--- src/rtl/whack_pkg.sv ---
// ---------------------------------------------------------------------------
// whack_pkg
// Shared definitions for the whack-a-mole hit detector: the detector FSM
// state type and the default timing / counter-width parameters.
//   DEBOUNCE_CYCLES_DEF : stable clocks before a button vector is accepted
//                         (1 ms at 14 MHz)
//   SCORE_W_DEF         : width of the score and miss counters
//   N_HOLES             : number of mole holes / pushbuttons
// ---------------------------------------------------------------------------
package whack_pkg;

    localparam int DEBOUNCE_CYCLES_DEF = 14000;
    localparam int SCORE_W_DEF         = 8;
    localparam int N_HOLES             = 16;

    typedef enum logic [1:0] {
        IDLE    = 2'd0,
        ARMED   = 2'd1,
        HIT     = 2'd2,
        LOCKOUT = 2'd3
    } whack_state_t;

endpackage

--- src/rtl/button_debouncer.sv ---
// ---------------------------------------------------------------------------
// button_debouncer
// Synchronizes a raw pushbutton vector into the clock domain, debounces it
// with one shared stability counter and emits a one-clock registered pulse
// for every button that rises in the accepted vector.
// Ports:
//   clock_14MHz_i : clock, rising edge
//   reset_i       : asynchronous active-high reset
//   buttons_i     : raw asynchronous buttons, active-high
//   press_evt_o   : registered rising edges of the accepted vector (1 clock)
// ---------------------------------------------------------------------------
module button_debouncer
    import whack_pkg::*;
#(
    parameter int DEBOUNCE_CYCLES = DEBOUNCE_CYCLES_DEF,
    parameter int WIDTH           = N_HOLES
) (
    input  logic             clock_14MHz_i,
    input  logic             reset_i,
    input  logic [WIDTH-1:0] buttons_i,
    output logic [WIDTH-1:0] press_evt_o
);

    localparam int                CNT_W   = $clog2(DEBOUNCE_CYCLES + 1);
    localparam logic [CNT_W-1:0]  CNT_MAX = CNT_W'(DEBOUNCE_CYCLES);

    logic [WIDTH-1:0] sync_p0;
    logic [WIDTH-1:0] sync_p1;
    logic [WIDTH-1:0] cand;      // vector currently being timed for stability
    logic [WIDTH-1:0] accepted;  // last vector that survived a full debounce
    logic [CNT_W-1:0] cnt;

    always_ff @(posedge clock_14MHz_i or posedge reset_i) begin
        if (reset_i) begin
            sync_p0     <= '0;
            sync_p1     <= '0;
            cand        <= '0;
            cnt         <= '0;
            accepted    <= '0;
            press_evt_o <= '0;
        end else begin
            // synchronizer stage boundary
            sync_p0     <= buttons_i;
            sync_p1     <= sync_p0;
            press_evt_o <= '0;

            // Any change anywhere in the vector restarts the shared count;
            // the count parks at CNT_MAX once the vector has been stable.
            if (sync_p1 != cand) begin
                cand <= sync_p1;
                cnt  <= '0;
            end else if (cnt != CNT_MAX) begin
                cnt <= cnt + CNT_W'(1);
            end else begin
                // accepted catches up with cand here, so the edge term is
                // nonzero for exactly one clock per accepted change
                accepted    <= cand;
                press_evt_o <= cand & ~accepted;
            end
        end
    end

endmodule

--- src/rtl/whack_detector.sv ---
// ---------------------------------------------------------------------------
// whack_detector
// Judges debounced button presses against the currently raised mole and
// keeps saturating hit / miss counts.
// Ports:
//   clock_14MHz_i : clock, rising edge
//   reset_i       : asynchronous active-high reset
//   mole_i        : one-hot mole position, all-zero when no mole is up
//   round_tick_i  : one-clock pulse marking a mole refresh
//   buttons_i     : raw asynchronous pushbuttons, bit i aligned to mole bit i
//   whacked_o     : high from a hit until the next round tick
//   hit_pulse_o   : one-clock pulse per hit
//   miss_pulse_o  : one-clock pulse per miss
//   score_o       : saturating hit count
//   misses_o      : saturating miss count
// Build option:
//   WHACK_TIMEOUT_MISS_EN : when defined, a round tick while still armed
//                           with no press counts as a miss
// ---------------------------------------------------------------------------
module whack_detector
    import whack_pkg::*;
#(
    parameter int DEBOUNCE_CYCLES = DEBOUNCE_CYCLES_DEF,
    parameter int SCORE_W         = SCORE_W_DEF
) (
    input  logic               clock_14MHz_i,
    input  logic               reset_i,
    input  logic [N_HOLES-1:0] mole_i,
    input  logic               round_tick_i,
    input  logic [N_HOLES-1:0] buttons_i,
    output logic               whacked_o,
    output logic               hit_pulse_o,
    output logic               miss_pulse_o,
    output logic [SCORE_W-1:0] score_o,
    output logic [SCORE_W-1:0] misses_o
);

    logic [N_HOLES-1:0] press_evt;
    whack_state_t       state;

    function automatic logic [SCORE_W-1:0] sat_inc(input logic [SCORE_W-1:0] v);
        return (&v) ? v : v + SCORE_W'(1);
    endfunction

    button_debouncer #(
        .DEBOUNCE_CYCLES (DEBOUNCE_CYCLES),
        .WIDTH           (N_HOLES)
    ) u_debouncer (
        .clock_14MHz_i (clock_14MHz_i),
        .reset_i       (reset_i),
        .buttons_i     (buttons_i),
        .press_evt_o   (press_evt)
    );

    always_ff @(posedge clock_14MHz_i or posedge reset_i) begin
        if (reset_i) begin
            state        <= IDLE;
            whacked_o    <= 1'b0;
            hit_pulse_o  <= 1'b0;
            miss_pulse_o <= 1'b0;
            score_o      <= '0;
            misses_o     <= '0;
        end else begin
            hit_pulse_o  <= 1'b0;
            miss_pulse_o <= 1'b0;

            case (state)
                IDLE: begin
                    if (mole_i != '0)
                        state <= ARMED;
                end
                ARMED: begin
                    // Exact match only: several buttons including the right
                    // one is still a miss.
                    if (press_evt != '0) begin
                        if (press_evt == mole_i) begin
                            hit_pulse_o <= 1'b1;
                            score_o     <= sat_inc(score_o);
                            whacked_o   <= 1'b1;
                            state       <= HIT;
                        end else begin
                            miss_pulse_o <= 1'b1;
                            misses_o     <= sat_inc(misses_o);
                            state        <= LOCKOUT;
                        end
                    end
`ifdef WHACK_TIMEOUT_MISS_EN
                    else if (round_tick_i) begin
                        miss_pulse_o <= 1'b1;
                        misses_o     <= sat_inc(misses_o);
                    end
`endif
                end
                HIT, LOCKOUT: begin
                end
                default: state <= IDLE;
            endcase

            // A round tick overrides whatever the state logic chose, so a
            // press scored in the same cycle never leaves whacked_o high.
            if (round_tick_i) begin
                state     <= (mole_i != '0) ? ARMED : IDLE;
                whacked_o <= 1'b0;
            end
        end
    end

endmodule

--- config.mk ---
export PLATFORM = sky130hd
export DESIGN_NAME = whack_detector
export DESIGN_NICKNAME = d
export VERILOG_FILES = /design/src/rtl/whack_pkg.sv /design/src/rtl/button_debouncer.sv /design/src/rtl/whack_detector.sv
export SDC_FILE = /design/constraint.sdc
export NUM_CORES = 1
export LEC_CHECK = 0
export BUFFER_PORTS_ARGS = -buffer_cell sky130_fd_sc_hd__buf_2
export CORE_AREA = 2 2 88 107
export DETAILED_ROUTE_END_ITERATION = 7
export DIE_AREA = 0 0 90 109
export MAX_ROUTING_LAYER = met4
export PLACE_DENSITY = 0.75
export SYNTH_ARGS = -nofsm -noshare
export SYNTH_HDL_FRONTEND = slang
export SYNTH_SLANG_ARGS = --single-unit
--- constraint.sdc ---
create_clock -name clock_14MHz_i -period 3.4 [get_ports clock_14MHz_i]
set_clock_uncertainty 0.15 [all_clocks]
set_input_delay 0.34 -clock clock_14MHz_i [delete_from_list [all_inputs] [get_ports clock_14MHz_i]]
set_output_delay 0.34 -clock clock_14MHz_i [all_outputs]
set_load 0.005 [all_outputs]
==> metrics.yaml <==
cells_and_area:
  multi_input_area_mm2: 0.00147
  fillers: 695
  antenna_cells: 0
  utilization_pct: 63.1
  fin_nets: 453
  regArea_mm2: 0.00288
  drive_gt1_share_pct: 25.6
  syn_to_final_growth_pct: 25.2
routing:
  wl_per_cell_um: 14.5
  drc: 0
  via_per_inst: 5.10
  antenna_left: 0
  first_pass_iters: 4
  drtIter0Drc: 153
  vias: 2782
  wirelength_um: 7910
floorplan:
  die_h_um: 109
  die-area_mm2: 0.00981
  io_pins: 54
  start_util_pct: 50.4
  rows: 38
  coreArea_mm2: 0.00884
  die-width_um: 90
yosys:
  yosys_register_bits: 115
  syn_area_mm2: 0.00446
  synth_cells: 342
  yosysWarnings: 0
  yosysUniqueCellTypes: 37
  muxShareOfSynthArea_pct: 5.11
  synth_nets: 381
  seq_area_frac_synth_pct: 64.6
  synth_compound_area_share_pct: 1.71
  syn_area_per_cell_um2: 13.0
  synth_xor_area_share_pct: 10.8
  synthAdderAreaFrac_pct: 1.12
  synth_top_family_by_area: "simple AND/OR/NAND/NOR gates"
  synth-simple-area-share_pct: 14.1
sta:
  hold_viol: 0
  period_needed_ps: 2620
  fin_ws_ps: 778
  fmax_mhz: 381
  fin_crit_sh_pct: 77.1
  finalSetupTns_ps: 0
  slew_viol_final: 0
  setup_violations: 0
  worst_slew_pin_slew_ps: 669
  maxSlewHeadroom_pct: 54.8
  rsz0062_at_grt: "no"
grt:
  grt_use_met2_pct: 29.8
  grt_max_degree: 116
  gr-total-overflow: 0
  grt_pass1_vias: 2931
  grt_pass1_wl_um: 13600
  grt_use_met1_pct: 21.0
  antenna_found_initial: 0
  gr-usage-all-layers_pct: 18.6
  busiest_layer: "met2"
  met3_usage_pct: 6.63
setup_path:
  crit_type: "flip-flop to flip-flop"
  critical_path.top_delay_family: "simple AND/OR/NAND/NOR gates"
  start_kind: "flip-flop"
  cp-end-kind: "flip-flop"
  worstPathRequired_ps: 3640
  slowest_delay_ps: 610
  critical_path_buf_inv_count: 0
  critPathMaxFanout: 10
  cp.depth: 5
  path_cells: "nor4b_2 > nand4_1 > or4_1 > nor2_2 > mux2_2"
  slowest_stage: "or4_1"
  r2r-start: "u_debouncer.cnt[6]"
  startpoint: "u_debouncer.cnt[6]"
  arrival_ps: 2860
  reg2regPathDepth: 5
min_path:
  min_path_cells: 5
  min_from: "mole_i[12]"
  hold_class: "input port to flip-flop"
run_status:
  outcome: "completed"
power_and_ir_drop:
  leakagePower_nw: 2.54
  ir_drop_mv: 0.334
  p_per_area_mw_per_mm2: 570
  power_mw: 3.18
clock_network:
  clk_pin_slew_ps: 50
  post_cts_buffers: 0
  cts-root-buf: "clkbuf_8"
  cts-hold-fix-buffers: 18
  ctsResizeCount: 0
  cts_tree: "yes"
  htree_levels: 4
  clock-sinks: 115
  cts_made_buffers: 17
  clkLatencyLatePin_ps: 510
  max-clock-path-buffers: 2
placed_design:
  dpl.hpwl_um: 5180
  place.gp.congestion: 0.848
  place_ws_ps: 813
  io_buffers: 53
run:
  maxCapViolCount: 0
## cells by family (layout without fill, tap and decap cells)
family | count (synthesis) | count (layout)
DFF | 115 | 115
and+or+nand+nor | 110 | 110
xor gates and xnor gates | 55 | 55
buffers and inverters | 27 | 111
muxes | 19 | 19
AOI/OAI and AO/OA | 12 | 12
adders and majority gates | 4 | 4
## cells in the mapped netlist
cell	instances	area share, %
a41oi_1	1	0.20
nor3_1	5	0.56
nor2_1	17	1.4
or2_2	1	0.14
buf_2	2	0.22
nor2_2	1	0.14
a22oi_1	1	0.17
mux2i_1	1	0.22
clkbuf_1	18	1.5
nor4_1	13	1.8
o21ai_0	3	0.34
nor4b_2	1	0.34
mux2_2	14	3.5
nor2b_1	2	0.28
or4_1	1	0.17
buf_6	1	0.25
nand2_1	10	0.84
a21oi_1	3	0.34
and2_1	2	0.28
nand3_1	13	1.5
dfrtp_1	115	65
and3_1	7	0.98
nand4_1	14	2.0
nand2b_1	2	0.28
inv_1	5	0.42
o21bai_1	1	0.17
mux2_4	4	1.3
or3_1	2	0.28
ha_1	4	1.1
or2_0	1	0.14
xor2_1	29	5.7
xnor2_1	26	5.1
o21a_1	2	0.34
nor3b_1	17	2.9
clkbuf_2	1	0.11
nand3b_1	1	0.17
a21boi_0	1	0.17
## path summary, 6_finish.rpt
kind | to | slack, ps
max in group asynchronous | u_debouncer.cnt[7] | 2280
min in group asynchronous | state[0] | 400
min reg2reg | u_debouncer.sync_p1[2] | 190
min | state[0] | 80
max reg2reg | u_debouncer.accepted[5] | 780
max | u_debouncer.accepted[5] | 780
## state kept, by name, indices dropped and copies added (netlist names), 2 cells and up
signal,count
u_debouncer.sync_p1,16
u_debouncer.sync_p0,16
u_debouncer.press_evt_o,16
u_debouncer.cand,16
u_debouncer.cnt,14
state,2
misses_o,8
score_o,8
u_debouncer.accepted,16
## where the power goes
part / internal, mW / leakage [nW] / switching, mW / total, mW
logic: 0.0484 / 0.798 / 0.0503 / 0.0987
registers: 1.40 / 1.46 / 0.0190 / 1.42
clock network: 1.09 / 0.281 / 0.573 / 1.66
## tightest hold or removal path, delay by kind of cell
family          cells  cell delay, ps
simple gates        3             200
buf+inv             1             100
compound gates      1              60
## metrics by stage
stage / cell area (um^2) / instances / hold WS, ps
3_5_place_dp: 4830 / 497 / 185
5_1_grt: 5580 / 546 / 121
3_3_place_gp: 4830 / 497 / 182
6_report: 5580 / 546 / 84.9
4_1_cts: 5580 / 546 / 59.7
2_1_floorplan: 4460 / 342 / 181
## layer usage
metal / wire (um) / part of all wire, % / up-vias
met3: 430 / 5.4 / 18
met5: 0 / 0 / -
met4: 133 / 1.7 / 0
li1: - / - / 1310
met2: 3950 / 50 / 79
met1: 3390 / 43 / 1375
## layout by cell type, fill, tap and decap left out, types with 2 or more instances in the layout
cell	count
nor4_1	12
buf_4	3
nand2_1	10
bufinv_16	2
mux2_4	4
nor2_1	17
and3_1	7
nand3_1	13
clkinv_4	2
ha_1	4
dfrtp_1	115
clkinv_2	4
o21ai_0	3
nand2b_1	2
clkbuf_1	2
mux2_2	14
clkinvlp_4	2
nor3b_1	17
nor3_1	5
xor2_1	29
nand4_1	14
clkbuf_16	16
inv_1	4
xnor2_1	26
buf_2	53
a21oi_1	3
dlygate4sd3_1	18
clkbuf_8	4
nor2b_1	2
or3_1	2
o21a_1	2
and2_1	2
## cell type report
cell class	instances	share of cell area, %
well taps	120	2.69
clock inverters	9	1.88
flip-flops and latches	115	51.6
repair buffers	75	8.75
clock buffers	22	8.30
multi-input cells	200	26.4
inverters	5	0.404
Power figures use the tool's default switching activity.
